### src/rtl/alu_pkg.sv
// Shared types for the 4-bit ALU datapath.
// Provides the result width and the packed result entry used by the ALU
// register stage and by the result FIFO.
package alu_pkg;

    localparam int ALU_W = 4;

    typedef struct packed {
        logic             zero;
        logic             cout;
        logic [ALU_W-1:0] f;
    } alu_result_t;

    // The zero flag is derived from f, not supplied by the ALU.
    function automatic alu_result_t make_result(input logic [ALU_W-1:0] f,
                                                input logic             cout);
        alu_result_t r;
        r.zero = (f == '0);
        r.cout = cout;
        r.f    = f;
        return r;
    endfunction

endpackage

### src/rtl/alu_fifo_mem.sv
// Result storage for alu_result_fifo_4b.
// One synchronous write port, one asynchronous read port. No reset:
// contents are only ever read when the owning FIFO marks them valid.
//   clk      : clock
//   we_i     : write enable
//   waddr_i  : write address
//   wdata_i  : entry to write
//   raddr_i  : read address
//   rdata_o  : entry at raddr_i (combinational)
module alu_fifo_mem
    import alu_pkg::*;
#(
    parameter int DEPTH = 4,
    parameter int PTR_W = $clog2(DEPTH)
) (
    input  logic              clk,
    input  logic              we_i,
    input  logic [PTR_W-1:0]  waddr_i,
    input  alu_result_t       wdata_i,
    input  logic [PTR_W-1:0]  raddr_i,
    output alu_result_t       rdata_o
);

    alu_result_t mem_q [DEPTH];

    always_ff @(posedge clk) begin
        if (we_i) begin
            mem_q[waddr_i] <= wdata_i;
        end
    end

    assign rdata_o = mem_q[raddr_i];

endmodule

### src/rtl/alu_result_fifo_4b.sv
// Result FIFO downstream of the registered 4-bit ALU output stage.
// Captures {cout, f} on in_valid, stores {zero, cout, f} in order and
// hands entries to a consumer over valid/ready. Sticky overflow records
// any result dropped while full.
//   clk, reset_n         : clock, synchronous active-low reset
//   flush                : clear contents and overflow
//   in_valid/in_f/in_cout: producer side; in_ready = !full
//   out_valid/out_f/out_cout/out_zero, out_ready : consumer side
//   count/full/empty     : occupancy
//   overflow             : sticky drop indicator
module alu_result_fifo_4b
    import alu_pkg::*;
#(
    parameter int DEPTH = 4,
    parameter int CNT_W = $clog2(DEPTH) + 1
) (
    input  logic             clk,
    input  logic             reset_n,
    input  logic             flush,
    input  logic             in_valid,
    input  logic [ALU_W-1:0] in_f,
    input  logic             in_cout,
    output logic             in_ready,
    output logic             out_valid,
    output logic [ALU_W-1:0] out_f,
    output logic             out_cout,
    output logic             out_zero,
    input  logic             out_ready,
    output logic [CNT_W-1:0] count,
    output logic             full,
    output logic             empty,
    output logic             overflow
);

    localparam int PTR_W = $clog2(DEPTH);

    logic [PTR_W-1:0] wr_ptr_q, wr_ptr_d;
    logic [PTR_W-1:0] rd_ptr_q, rd_ptr_d;
    logic [CNT_W-1:0] count_q, count_d;
    logic             overflow_q, overflow_d;

    logic        push, pop, mem_we;
    alu_result_t head;

    // count is the only full/empty source, so equal pointers are never ambiguous.
    assign full  = (count_q == CNT_W'(DEPTH));
    assign empty = (count_q == '0);

    assign in_ready  = !full;
    assign out_valid = !empty;

    // Full blocks push even if a pop happens the same cycle; empty blocks
    // pop even if a push arrives, so neither pass-through nor fall-through.
    assign push = in_valid && !full;
    assign pop  = out_valid && out_ready;

    assign mem_we = push && !flush && reset_n;

    always_comb begin
        wr_ptr_d   = wr_ptr_q;
        rd_ptr_d   = rd_ptr_q;
        count_d    = count_q;
        overflow_d = overflow_q;

        if (flush) begin
            wr_ptr_d   = '0;
            rd_ptr_d   = '0;
            count_d    = '0;
            overflow_d = 1'b0;
        end else begin
            if (push) begin
                wr_ptr_d = wr_ptr_q + PTR_W'(1);
            end
            if (pop) begin
                rd_ptr_d = rd_ptr_q + PTR_W'(1);
            end
            if (push && !pop) begin
                count_d = count_q + CNT_W'(1);
            end else if (pop && !push) begin
                count_d = count_q - CNT_W'(1);
            end
            if (in_valid && full) begin
                overflow_d = 1'b1;
            end
        end
    end

    always_ff @(posedge clk) begin
        if (!reset_n) begin
            wr_ptr_q   <= '0;
            rd_ptr_q   <= '0;
            count_q    <= '0;
            overflow_q <= 1'b0;
        end else begin
            wr_ptr_q   <= wr_ptr_d;
            rd_ptr_q   <= rd_ptr_d;
            count_q    <= count_d;
            overflow_q <= overflow_d;
        end
    end

    alu_fifo_mem #(
        .DEPTH (DEPTH),
        .PTR_W (PTR_W)
    ) u_mem (
        .clk     (clk),
        .we_i    (mem_we),
        .waddr_i (wr_ptr_q),
        .wdata_i (make_result(in_f, in_cout)),
        .raddr_i (rd_ptr_q),
        .rdata_o (head)
    );

    // Head data is gated so an empty FIFO never shows stale memory.
    assign out_f    = empty ? '0   : head.f;
    assign out_cout = empty ? 1'b0 : head.cout;
    assign out_zero = empty ? 1'b0 : head.zero;

    assign count    = count_q;
    assign overflow = overflow_q;

endmodule
### config.mk
export PLATFORM = sky130hd
export DESIGN_NAME = alu_result_fifo_4b
export DESIGN_NICKNAME = d
export VERILOG_FILES = /design/src/rtl/alu_pkg.sv /design/src/rtl/alu_fifo_mem.sv /design/src/rtl/alu_result_fifo_4b.sv
export SDC_FILE = /design/constraint.sdc
export NUM_CORES = 1
export LEC_CHECK = 0
export CAP_MARGIN = 15
export CORE_ASPECT_RATIO = 0.75
export CORE_MARGIN = 5
export CORE_UTILIZATION = 30
export DETAILED_ROUTE_END_ITERATION = 6
export PLACE_DENSITY = 0.61
export SLEW_MARGIN = 20
export SYNTH_ARGS = -nofsm -noshare
export SYNTH_HDL_FRONTEND = slang
export SYNTH_HIERARCHICAL = 1
export SYNTH_SLANG_ARGS = --single-unit
### constraint.sdc
create_clock -name clk -period 2.75 [get_ports clk]
set_input_delay 0.4125 -clock clk [delete_from_list [all_inputs] [get_ports clk]]
set_output_delay 0.4125 -clock clk [all_outputs]
set_load 0.005 [all_outputs]
==> results.txt, run 1 <==
----------------------------------------------------
[Global route]
  Layer with the highest usage ... met2
  Met1 layer usage reported by global route ... 12.0%
  Tot GR Track Use ... 9.47%
  Met3 usage ... 3.61%
  Global-route congestion overflow total ... 0
  Pin count of the biggest net entering global routing ... 11
  GR met2 Demand/Resource ... 13.7%
  Initial antenna violation count ... 0
  Vias in the first global route ... 810
  Wire length of the first global-routing pass ... 4020 um

[Detailed routing]
  DRT antenna net count ... 0
  Number of violations reported at the end of detailed-routing iteration 0 ... 25
  Detail-routed via count per cell ... 4.53
  Post-detailed-route DRC marker count ... 0
  First-pass detailed-route iteration total ... 4
  Via count ... 788
  Routed length per placed instance ... 13.8 um
  Final wirelength ... 2400 um

[Worst setup path]
  Signal arrival time at the worst endpoint ... 2.10 ns
  Critical path startpoint ... rd_ptr_q[0]
  Maximum net fanout on the critical path ... 8
  Critical setup path kind ... reg2out
  Critical-path cell list ... mux4_2, nor2b_1, clkdlybuf4s50_1
  Reg-to-reg setup timing slack ... 0.45 ns
  Crit Reg-Reg Startpoint ... count[0]
  CP Capture Type ... output pin
  Master of the slowest instance on the critical path ... sky130_fd_sc_hd__dfxtp_1
  Critical path's largest stage delay ... 0.63 ns
  Crit path launch type ... register
  Required @ worst endpoint ... 2.34 ns

[CTS]
  Post-CTS Hold Fix Bufs ... 0
  Post-cts repair resize count ... 0
  Clock buffers created by TritonCTS ... 5
  Post-CTS repair timing setup buffer count ... 0
  Maximum root-to-sink buffer count ... 2
  Clock Sinks ... 32
  Clock-pin slew on the worst setup and hold paths ... 0.07 ns
  TritonCTS clock tree ... built
  Root Driver ... sky130_fd_sc_hd__clkbuf_8
  Htree depth ... 2
  Clk_lat worst skew ... 0.28 ns

[Yosys]
  Post-Syn Area ... 1340 um^2
  Compound-gate portion of the synthesized area ... 3.82%
  FF+latch count, synth ... 32
  Area share of the largest cell type after synthesis ... 53.6%
  Mean area per synthesized cell ... 15.4 um^2
  Area share of xor/xnor cells in the synthesized design ... 1.96%
  Library cell occupying the most area in the post-synthesis netlist ... sky130_fd_sc_hd__edfxtp_1
  Synth Warn # ... 6
  Synthesized-area fraction occupied by adder cells ... 2.42%
  Dominant combinational cell family by area after synthesis ... simple AND/OR/NAND/NOR gates
  Synthesized netlist cell count ... 87
  Fraction of synthesized area in multiplexers ... 10.8%
  Fraction of the mapped netlist area in simple logic gates ... 13.5%
  Sequential cell area fraction in the yosys report ... 65.5%
  Top cells by area, synth ... sky130_fd_sc_hd__edfxtp_1, sky130_fd_sc_hd__dfxtp_1, sky130_fd_sc_hd__mux4_2
  Synthesized net count ... 99
  Netlist cell types ... 29

[Layout]
  Fraction of layout instances using a drive strength above 1 ... 15.4%
  Leading cell type in the layout, fill and taps excluded ... sky130_fd_sc_hd__edfxtp_1
  Non-filler cells, final ... 174
  Ant diodes ... 0
  Synthesis-to-finish area growth ... 27.8%
  Commonest non-fill, non-tap cells in the layout ... sky130_fd_sc_hd__edfxtp_1, sky130_fd_sc_hd__clkdlybuf4s50_1, sky130_fd_sc_hd__dfxtp_1
  Cell area after layout ... 1720 um^2
  Number of nets in the finished design ... 128
  Final standard cell utilization of the core ... 39.2%

[STA]
  Slew margin rel. ... 58.0%
  Fin. max-slew vios ... 0
  Final worst path period share ... 91.4%
  Maximum clock frequency ... 0.398 GHz
  Worst Slack Setup Final ... 0.238 ns
  Tmin final ... 2.51 ns
  Maximum clock skew at final layout ... 0.00989 ns
  Setup repair after global routing missed its margin ... no
  Post-route worst hold slack ... 0.481 ns
  Worst-Margin Slew ... 0.627 ns
  Number of failing hold endpoints at the final stage ... 0
  TNS Setup ... 0 ns
  Setup Viol. Count Final ... 0

[Min path]
  Class of the most critical hold timing path ... reg2reg
  Hold Path Origin ... overflow

[Place]
  DP Cell Count ... 166
  Placed inst area ... 1640 um^2
  Worst slack, placed ... 0.308 ns
  Port Buffers ... 23
  Final weighted congestion in routability-driven placement ... 0.731
  Half-perimeter wire length after placement ... 1720 um

[Power]
  Pwr dens ... 604 nW/um^2
  Peak ir drop on the vdd network ... 0.191 mV
  Power consumption ... 1.04 mW
  Leakage power summed over all cells ... 0.577 nW

[Die]
  Core Area ... 4390 um^2
  X dimension of the die ... 87.3 um
  Die boundary height ... 68.0 um
  Area of the die ... 5930 um^2
  Initial Utilization ... 30.6%
  Number of ports placed on the die boundary ... 24
  Placement row count ... 21

[Outcome]
  Status ... finished clean

[Job]
  Reported max-cap violation count ... 0

----------------------------------------------------
synthesized netlist by cell type:
cell type,instances
sky130_fd_sc_hd__nor2b_1,7
sky130_fd_sc_hd__o21ai_2,1
sky130_fd_sc_hd__or4b_4,1
sky130_fd_sc_hd__and2_1,1
sky130_fd_sc_hd__or3_1,3
sky130_fd_sc_hd__nor3_2,1
sky130_fd_sc_hd__o31ai_1,1
sky130_fd_sc_hd__clkbuf_1,1
sky130_fd_sc_hd__and3_1,1
sky130_fd_sc_hd__nand2_2,1
sky130_fd_sc_hd__edfxtp_1,24
sky130_fd_sc_hd__fa_1,1
sky130_fd_sc_hd__nand2b_1,1
sky130_fd_sc_hd__o21ai_0,3
sky130_fd_sc_hd__nor4_1,1
sky130_fd_sc_hd__and2b_2,1
sky130_fd_sc_hd__a21oi_1,4
sky130_fd_sc_hd__and3b_1,2
sky130_fd_sc_hd__ha_1,1
sky130_fd_sc_hd__xor2_1,3
sky130_fd_sc_hd__nor2_1,5
sky130_fd_sc_hd__inv_1,2
sky130_fd_sc_hd__mux4_2,6
sky130_fd_sc_hd__mux2i_1,1
sky130_fd_sc_hd__inv_2,1
sky130_fd_sc_hd__nor3b_1,1
sky130_fd_sc_hd__dfxtp_1,8
sky130_fd_sc_hd__nand2_1,3
sky130_fd_sc_hd__buf_6,1
cell type report:
type	instances	area (um^2)
clock buffers	7	76.3
clock inverters	1	3.75
fillers	410	2670
inverters	3	11.3
multi-input cells	50	437
flip-flops and latches	32	881
well taps	57	71.3
repair buffers	24	238
cells by family after synthesis:
| kind of cell | count (synthesis) |
|---|---|
| buffers and inverters | 5 |
| XOR/XNOR | 3 |
| AO/OA/AOI/OAI | 9 |
| flip-flops | 32 |
| adder cells (fa/ha/maj) | 2 |
| AND/OR/NAND/NOR | 29 |
| multiplexers | 7 |
metal layers:
metal | part of all wire [%] | up-vias
met1 | 47 | 381
met4 | 0.96 | 0
met3 | 6.7 | 3
li1 | - | 381
met5 | 0 | -
met2 | 46 | 23
flip-flops by register name, summed over array words and instances (netlist names):
signal and cells:
rd_ptr_q 2, u_mem/mem_q 24, wr_ptr_q 2, overflow 1
count 3
power by group:
part,switching [mW],internal [mW],leakage [nW]
logic,0.0678,0.0985,0.254
registers,0.0162,0.530,0.283
clock network,0.149,0.176,0.0399
critical path, delay by kind of cell (launching register included):
kind | cells | cell delay [ns]
buffers and inverters | 1 | 0.47
flip-flops | 1 | 0.63
multiplexers | 1 | 0.57
AND/OR/NAND/NOR | 1 | 0.15
path summary, 6_finish.rpt:
path | to | cells past startpoint
worst max-delay path | out_zero | 3
worst min-delay path | overflow | 2
worst max register to register | count[2] | 10
worst min register to register | overflow | 2
(Power assumes the default switching activity.)
==> run 2, diff against run 1 <==
Settings changed: CORE_UTILIZATION 30 to 40, PLACE_DENSITY 0.61 to 0.74.
==> results.txt, run 2 (synthesized netlist as in run 1, its figures left out) <==
----------------------------------------------------
[Detailed routing]
  Post-detailed-route DRC marker count ... 0 (unchanged)
  DRT antenna net count ... 0 (unchanged)
  Number of violations reported at the end of detailed-routing iteration 0 ... 63 (+150%)
  Detail-routed via count per cell ... 4.96 (+9.4%)
  Final wirelength ... 2460 um (+2.6%)
  Routed length per placed instance ... 15.6 um (+13%)
  Via count ... 783 (-0.63%)
  First-pass detailed-route iteration total ... 4 (unchanged)

[STA]
  Maximum clock skew at final layout ... 0.00458 ns (-0.00531 ns)
  Slew margin rel. ... 64.3% (+6.3 points)
  Number of failing hold endpoints at the final stage ... 0 (unchanged)
  Setup repair after global routing missed its margin ... no
  Tmin final ... 2.51 ns (+0.0000540 ns)
  Final worst path period share ... 91.4% (about the same)
  Worst Slack Setup Final ... 0.238 ns (-0.0000540 ns)
  Setup Viol. Count Final ... 0 (unchanged)
  TNS Setup ... 0 ns (unchanged)
  Worst-Margin Slew ... 0.534 ns (-0.0922 ns)
  Fin. max-slew vios ... 0 (unchanged)
  Maximum clock frequency ... 0.398 GHz (about the same)

[Global route]
  Pin count of the biggest net entering global routing ... 11 (unchanged)
  Tot GR Track Use ... 12.1% (+2.6 points)
  Vias in the first global route ... 851 (+5.1%)
  Global-route congestion overflow total ... 0 (unchanged)
  Wire length of the first global-routing pass ... 4100 um (+1.9%)
  Initial antenna violation count ... 0 (unchanged)

[Worst setup path]
  Required @ worst endpoint ... 2.34 ns (about the same)
  Maximum net fanout on the critical path ... 8 (unchanged)
  Crit path launch type ... register
  Critical setup path kind ... reg2out
  Critical path startpoint ... rd_ptr_q[0]
  Crit Reg-Reg Startpoint ... count[0]
  Reg-to-reg setup timing slack ... 0.49 ns (+0.04 ns)
  End point of the critical path ... out_f[2]
  Path depth of the worst reg2reg path ... 10 (unchanged)
  FF-to-FF End ... count[2]
  Signal arrival time at the worst endpoint ... 2.10 ns (about the same)
  CP Capture Type ... output pin

[Layout]
  Max FFs per register ... 24 (unchanged)
  Ant diodes ... 0 (unchanged)
  Commonest non-fill, non-tap cells in the layout ... sky130_fd_sc_hd__edfxtp_1, sky130_fd_sc_hd__clkdlybuf4s50_1, sky130_fd_sc_hd__dfxtp_1
  Leading cell type in the layout, fill and taps excluded ... sky130_fd_sc_hd__edfxtp_1
  Synthesis-to-finish area growth ... 27.1%
  Largest register by flop count ... u_mem/mem_q
  Number of nets in the finished design ... 129 (+0.78%)
  Fraction of layout instances using a drive strength above 1 ... 16.9% (+1.6 points)

[Die]
  Core Area ... 3270 um^2 (-26%)
  Number of ports placed on the die boundary ... 24 (unchanged)
  Die boundary height ... 60.2 um (-11%)
  Placement row count ... 18 (-14%)
  Initial Utilization ... 41.1% (+11 points)
  Area of the die ... 4630 um^2 (-22%)
  X dimension of the die ... 76.9 um (-12%)

[Min path]
  Class of the most critical hold timing path ... reg2reg
  Number of stages on the worst hold path ... 2 (unchanged)

[Outcome]
  Status ... finished clean

[Place]
  Half-perimeter wire length after placement ... 1730 um (+0.75%)
  Final weighted congestion in routability-driven placement ... 0.729 (-0.22%)
  Port Buffers ... 23 (unchanged)
  Worst slack, placed ... 0.336 ns (+0.0277 ns)

[CTS]
  Post-CTS repair timing setup buffer count ... 0 (unchanged)
  Clock-pin slew on the worst setup and hold paths ... 0.06 ns (about the same)
  Post-cts repair resize count ... 0 (unchanged)
  Post-CTS Hold Fix Bufs ... 0 (unchanged)
  TritonCTS clock tree ... built
  Maximum root-to-sink buffer count ... 2 (unchanged)
  Root Driver ... sky130_fd_sc_hd__clkbuf_8
  Clk_lat worst skew ... 0.28 ns (about the same)
  Clock Sinks ... 32 (unchanged)
  Clock buffers created by TritonCTS ... 5 (unchanged)
  Htree depth ... 2 (unchanged)

[Power]
  Leakage power summed over all cells ... 0.581 nW (+0.60%)
  Peak ir drop on the vdd network ... 0.347 mV (+82%)
  Pwr dens ... 619 nW/um^2 (+2.5%)

[Job]
  Reported max-cap violation count ... 0 (unchanged)

----------------------------------------------------
## run 2: layout make-up
| cell class | count | area [um^2] |
|---|---|---|
| clock inverters | 2 | 11.3 |
| flip-flops and latches | 32 | 881 |
| clock buffers | 6 | 72.6 |
| well taps | 40 | 50.0 |
| inverters | 3 | 11.3 |
| fillers | 283 | 1560 |
| multi-input cells | 50 | 437 |
| repair buffers | 25 | 245 |
## run 2: critical path, stage by stage, from the launching register on
cell                              delay (ns)
sky130_fd_sc_hd__dfxtp_1                0.66
sky130_fd_sc_hd__mux4_2                 0.59
sky130_fd_sc_hd__nor2b_1                0.14
sky130_fd_sc_hd__clkdlybuf4s50_1        0.44
## run 2: report_power, final
| part | total (mW) | switching (mW) | internal (mW) |
|---|---|---|---|
| Clock | 0.338 | 0.163 | 0.175 |
| Combinational | 0.173 | 0.0695 | 0.103 |
| Sequential | 0.546 | 0.0163 | 0.530 |
| Total | 1.06 | 0.249 | 0.808 |
## run 2: routing by layer
metal | global-route usage (%) | part of all wire, %
met1 | 14.5 | 48
met2 | 19.6 | 46
met3 | 5.12 | 6.4
met4 | 4.49 | 0
met5 | 0 | 0
## run 2: worst min path at each step
| stage | from | end | slack [ns] |
|---|---|---|---|
| final | overflow | overflow | 0.50 |
| after global routing | overflow | overflow | 0.53 |
| after CTS | overflow | overflow | 0.50 |
| after detailed placement | overflow | overflow | 0.48 |
| after global placement | overflow | overflow | 0.46 |
| after floorplan | overflow | overflow | 0.46 |
## run 2: stage by stage
stage	power, mW	hold WS, ns	cells	cell area [um^2]	utilization, %
floorplan	0.634	0.460	87	1340	-
global placement	0.727	0.459	150	1620	49.7
detailed placement	0.731	0.484	150	1620	49.7
CTS	1.07	0.503	158	1710	52.3
global route	1.11	0.533	158	1710	52.3
finish	1.06	0.499	158	1710	52.3
==> run 3, diff against run 2 <==
Settings changed: CORE_ASPECT_RATIO 0.75 to 1.75.
==> results.txt, run 3 (synthesized netlist as in run 1, its figures left out) <==
----------------------------------------------------
[Detailed routing]
  Via count ... 804 (+2.7%)
  Detail-routed via count per cell ... 4.96 (+0.15%)
  Final wirelength ... 2360 um (-3.9%)
  Number of violations reported at the end of detailed-routing iteration 0 ... 10 (-84%)
  Routed length per placed instance ... 14.6 um (-6.3%)
  DRT antenna net count ... 0 (unchanged)
  Post-detailed-route DRC marker count ... 0 (unchanged)
  First-pass detailed-route iteration total ... 4 (unchanged)

[Layout]
  Multi-input combinational cell area ... 437 um^2 (unchanged)
  Final standard cell utilization of the core ... 51.5% (-0.83 points)
  Largest register by flop count ... u_mem/mem_q
  Ant diodes ... 0 (unchanged)
  Number of nets in the finished design ... 128 (-0.78%)
  Commonest non-fill, non-tap cells in the layout ... sky130_fd_sc_hd__edfxtp_1, sky130_fd_sc_hd__clkdlybuf4s50_1, sky130_fd_sc_hd__dfxtp_1
  Leading cell type in the layout, fill and taps excluded ... sky130_fd_sc_hd__edfxtp_1
  Max FFs per register ... 24 (unchanged)
  Fraction of layout instances using a drive strength above 1 ... 16.2% (-0.71 points)
  Synthesis-to-finish area growth ... 27.5%
  FF/Latch Area ... 881 um^2 (unchanged)
  Number of filler cells placed in the layout ... 290 (+2.5%)

[STA]
  TNS Setup ... 0 ns (unchanged)
  Worst-Margin Slew ... 0.604 ns (+0.0697 ns)
  Number of failing hold endpoints at the final stage ... 0 (unchanged)
  Setup Viol. Count Final ... 0 (unchanged)
  Final worst path period share ... 90.9% (-0.47 points)
  Fin. max-slew vios ... 0 (unchanged)
  Setup repair after global routing missed its margin ... no
  Maximum clock frequency ... 0.400 GHz (+0.51%)
  Slew margin rel. ... 59.5% (-4.8 points)
  Maximum clock skew at final layout ... 0.00596 ns (+0.00138 ns)
  Tmin final ... 2.50 ns (-0.0129 ns)

[Die]
  Core Area ... 3330 um^2 (+1.9%)
  Number of ports placed on the die boundary ... 24 (unchanged)
  Placement row count ... 28 (+10)
  Area of the die ... 4660 um^2 (+0.73%)
  Die boundary height ... 86.7 um (+44%)
  Initial Utilization ... 40.4% (-0.77 points)
  X dimension of the die ... 53.8 um (-30%)

[CTS]
  Clock-pin slew on the worst setup and hold paths ... 0.06 ns (about the same)
  Post-cts repair resize count ... 0 (unchanged)
  Clock buffers created by TritonCTS ... 5 (unchanged)
  TritonCTS clock tree ... built
  Clk_lat worst skew ... 0.28 ns (about the same)
  Post-CTS Hold Fix Bufs ... 0 (unchanged)
  Root Driver ... sky130_fd_sc_hd__clkbuf_8
  Maximum root-to-sink buffer count ... 2 (unchanged)
  Htree depth ... 2 (unchanged)
  Post-CTS repair timing setup buffer count ... 0 (unchanged)
  Clock Sinks ... 32 (unchanged)

[Power]
  Peak ir drop on the vdd network ... 0.283 mV (-19%)
  Power consumption ... 1.07 mW (+1.2%)
  Pwr dens ... 625 nW/um^2 (+0.94%)
  Leakage power summed over all cells ... 0.583 nW (+0.44%)

[Global route]
  Vias in the first global route ... 848 (-0.35%)
  Pin count of the biggest net entering global routing ... 11 (unchanged)
  Global-route congestion overflow total ... 0 (unchanged)
  Initial antenna violation count ... 0 (unchanged)
  Tot GR Track Use ... 12.6% (+0.47 points)
  Wire length of the first global-routing pass ... 4060 um (-0.83%)

[Place]
  Final weighted congestion in routability-driven placement ... 0.702 (-3.7%)
  Port Buffers ... 23 (unchanged)
  Half-perimeter wire length after placement ... 1760 um (+1.9%)

[Min path]
  Class of the most critical hold timing path ... reg2reg

[Worst setup path]
  Signal arrival time at the worst endpoint ... 2.09 ns (about the same)
  Crit path launch type ... register
  CP Capture Type ... output pin
  Critical setup path kind ... reg2out
  Maximum net fanout on the critical path ... 8 (unchanged)
  Required @ worst endpoint ... 2.34 ns (about the same)

[Job]
  Reported max-cap violation count ... 0 (unchanged)

[Outcome]
  Status ... finished clean

----------------------------------------------------
==> run 3: layout make-up <==
| class | instances | share of cell area [%] |
|---|---|---|
| Multi-Input combinational cell | 50 | 25.5 |
| Tap cell | 45 | 3.29 |
| Inverter | 3 | 0.657 |
| Sequential cell | 32 | 51.4 |
| Clock inverter | 1 | 0.219 |
| Timing Repair Buffer | 24 | 13.9 |
| Clock buffer | 7 | 5.04 |
==> run 3: path summary, 6_finish.rpt <==
path | start | to | slack, ns | depth (start not counted)
worst max-delay path | rd_ptr_q[0] | out_cout | 0.25 | 3
worst min register to register | overflow | overflow | 0.49 | 2
worst min-delay path | overflow | overflow | 0.49 | 2
worst max register to register | count[0] | count[2] | 0.48 | 10
==> run 3: metrics by stage <==
stage          hold slack [ns]  std cells  instance area, um^2  worst slack [ns]
3_3_place_gp             0.453        154                 1620             0.411
6_report                 0.487        162                 1710             0.251
2_1_floorplan            0.460         87                 1340             0.627
5_1_grt                  0.559        162                 1710             0.114
4_1_cts                  0.488        162                 1710             0.194
3_5_place_dp             0.468        154                 1620             0.327
==> run 3: worst max-delay path: stages (launching register included) <==
cell and delay, ns:
sky130_fd_sc_hd__dfxtp_1 0.63, sky130_fd_sc_hd__mux4_2 0.56, sky130_fd_sc_hd__nor2b_1 0.15, sky130_fd_sc_hd__clkdlybuf4s50_1 0.47
==> run 3: power breakdown <==
group | internal [mW] | switching (mW) | leakage (nW) | total, mW
registers | 0.530 | 0.0159 | 0.283 | 0.546
clock network | 0.200 | 0.159 | 0.0459 | 0.359
logic | 0.0983 | 0.0665 | 0.254 | 0.165
total | 0.828 | 0.242 | 0.583 | 1.07
==> run 3: per-layer routing <==
layer | GRT usage, % | part of all wire, % | vias up
li1 | - | - | 384
met3 | 3.61 | 4.2 | 7
met2 | 21.1 | 55 | 20
met1 | 12.8 | 37 | 393
met5 | 0 | 0 | -
met4 | 8.37 | 3.2 | 0
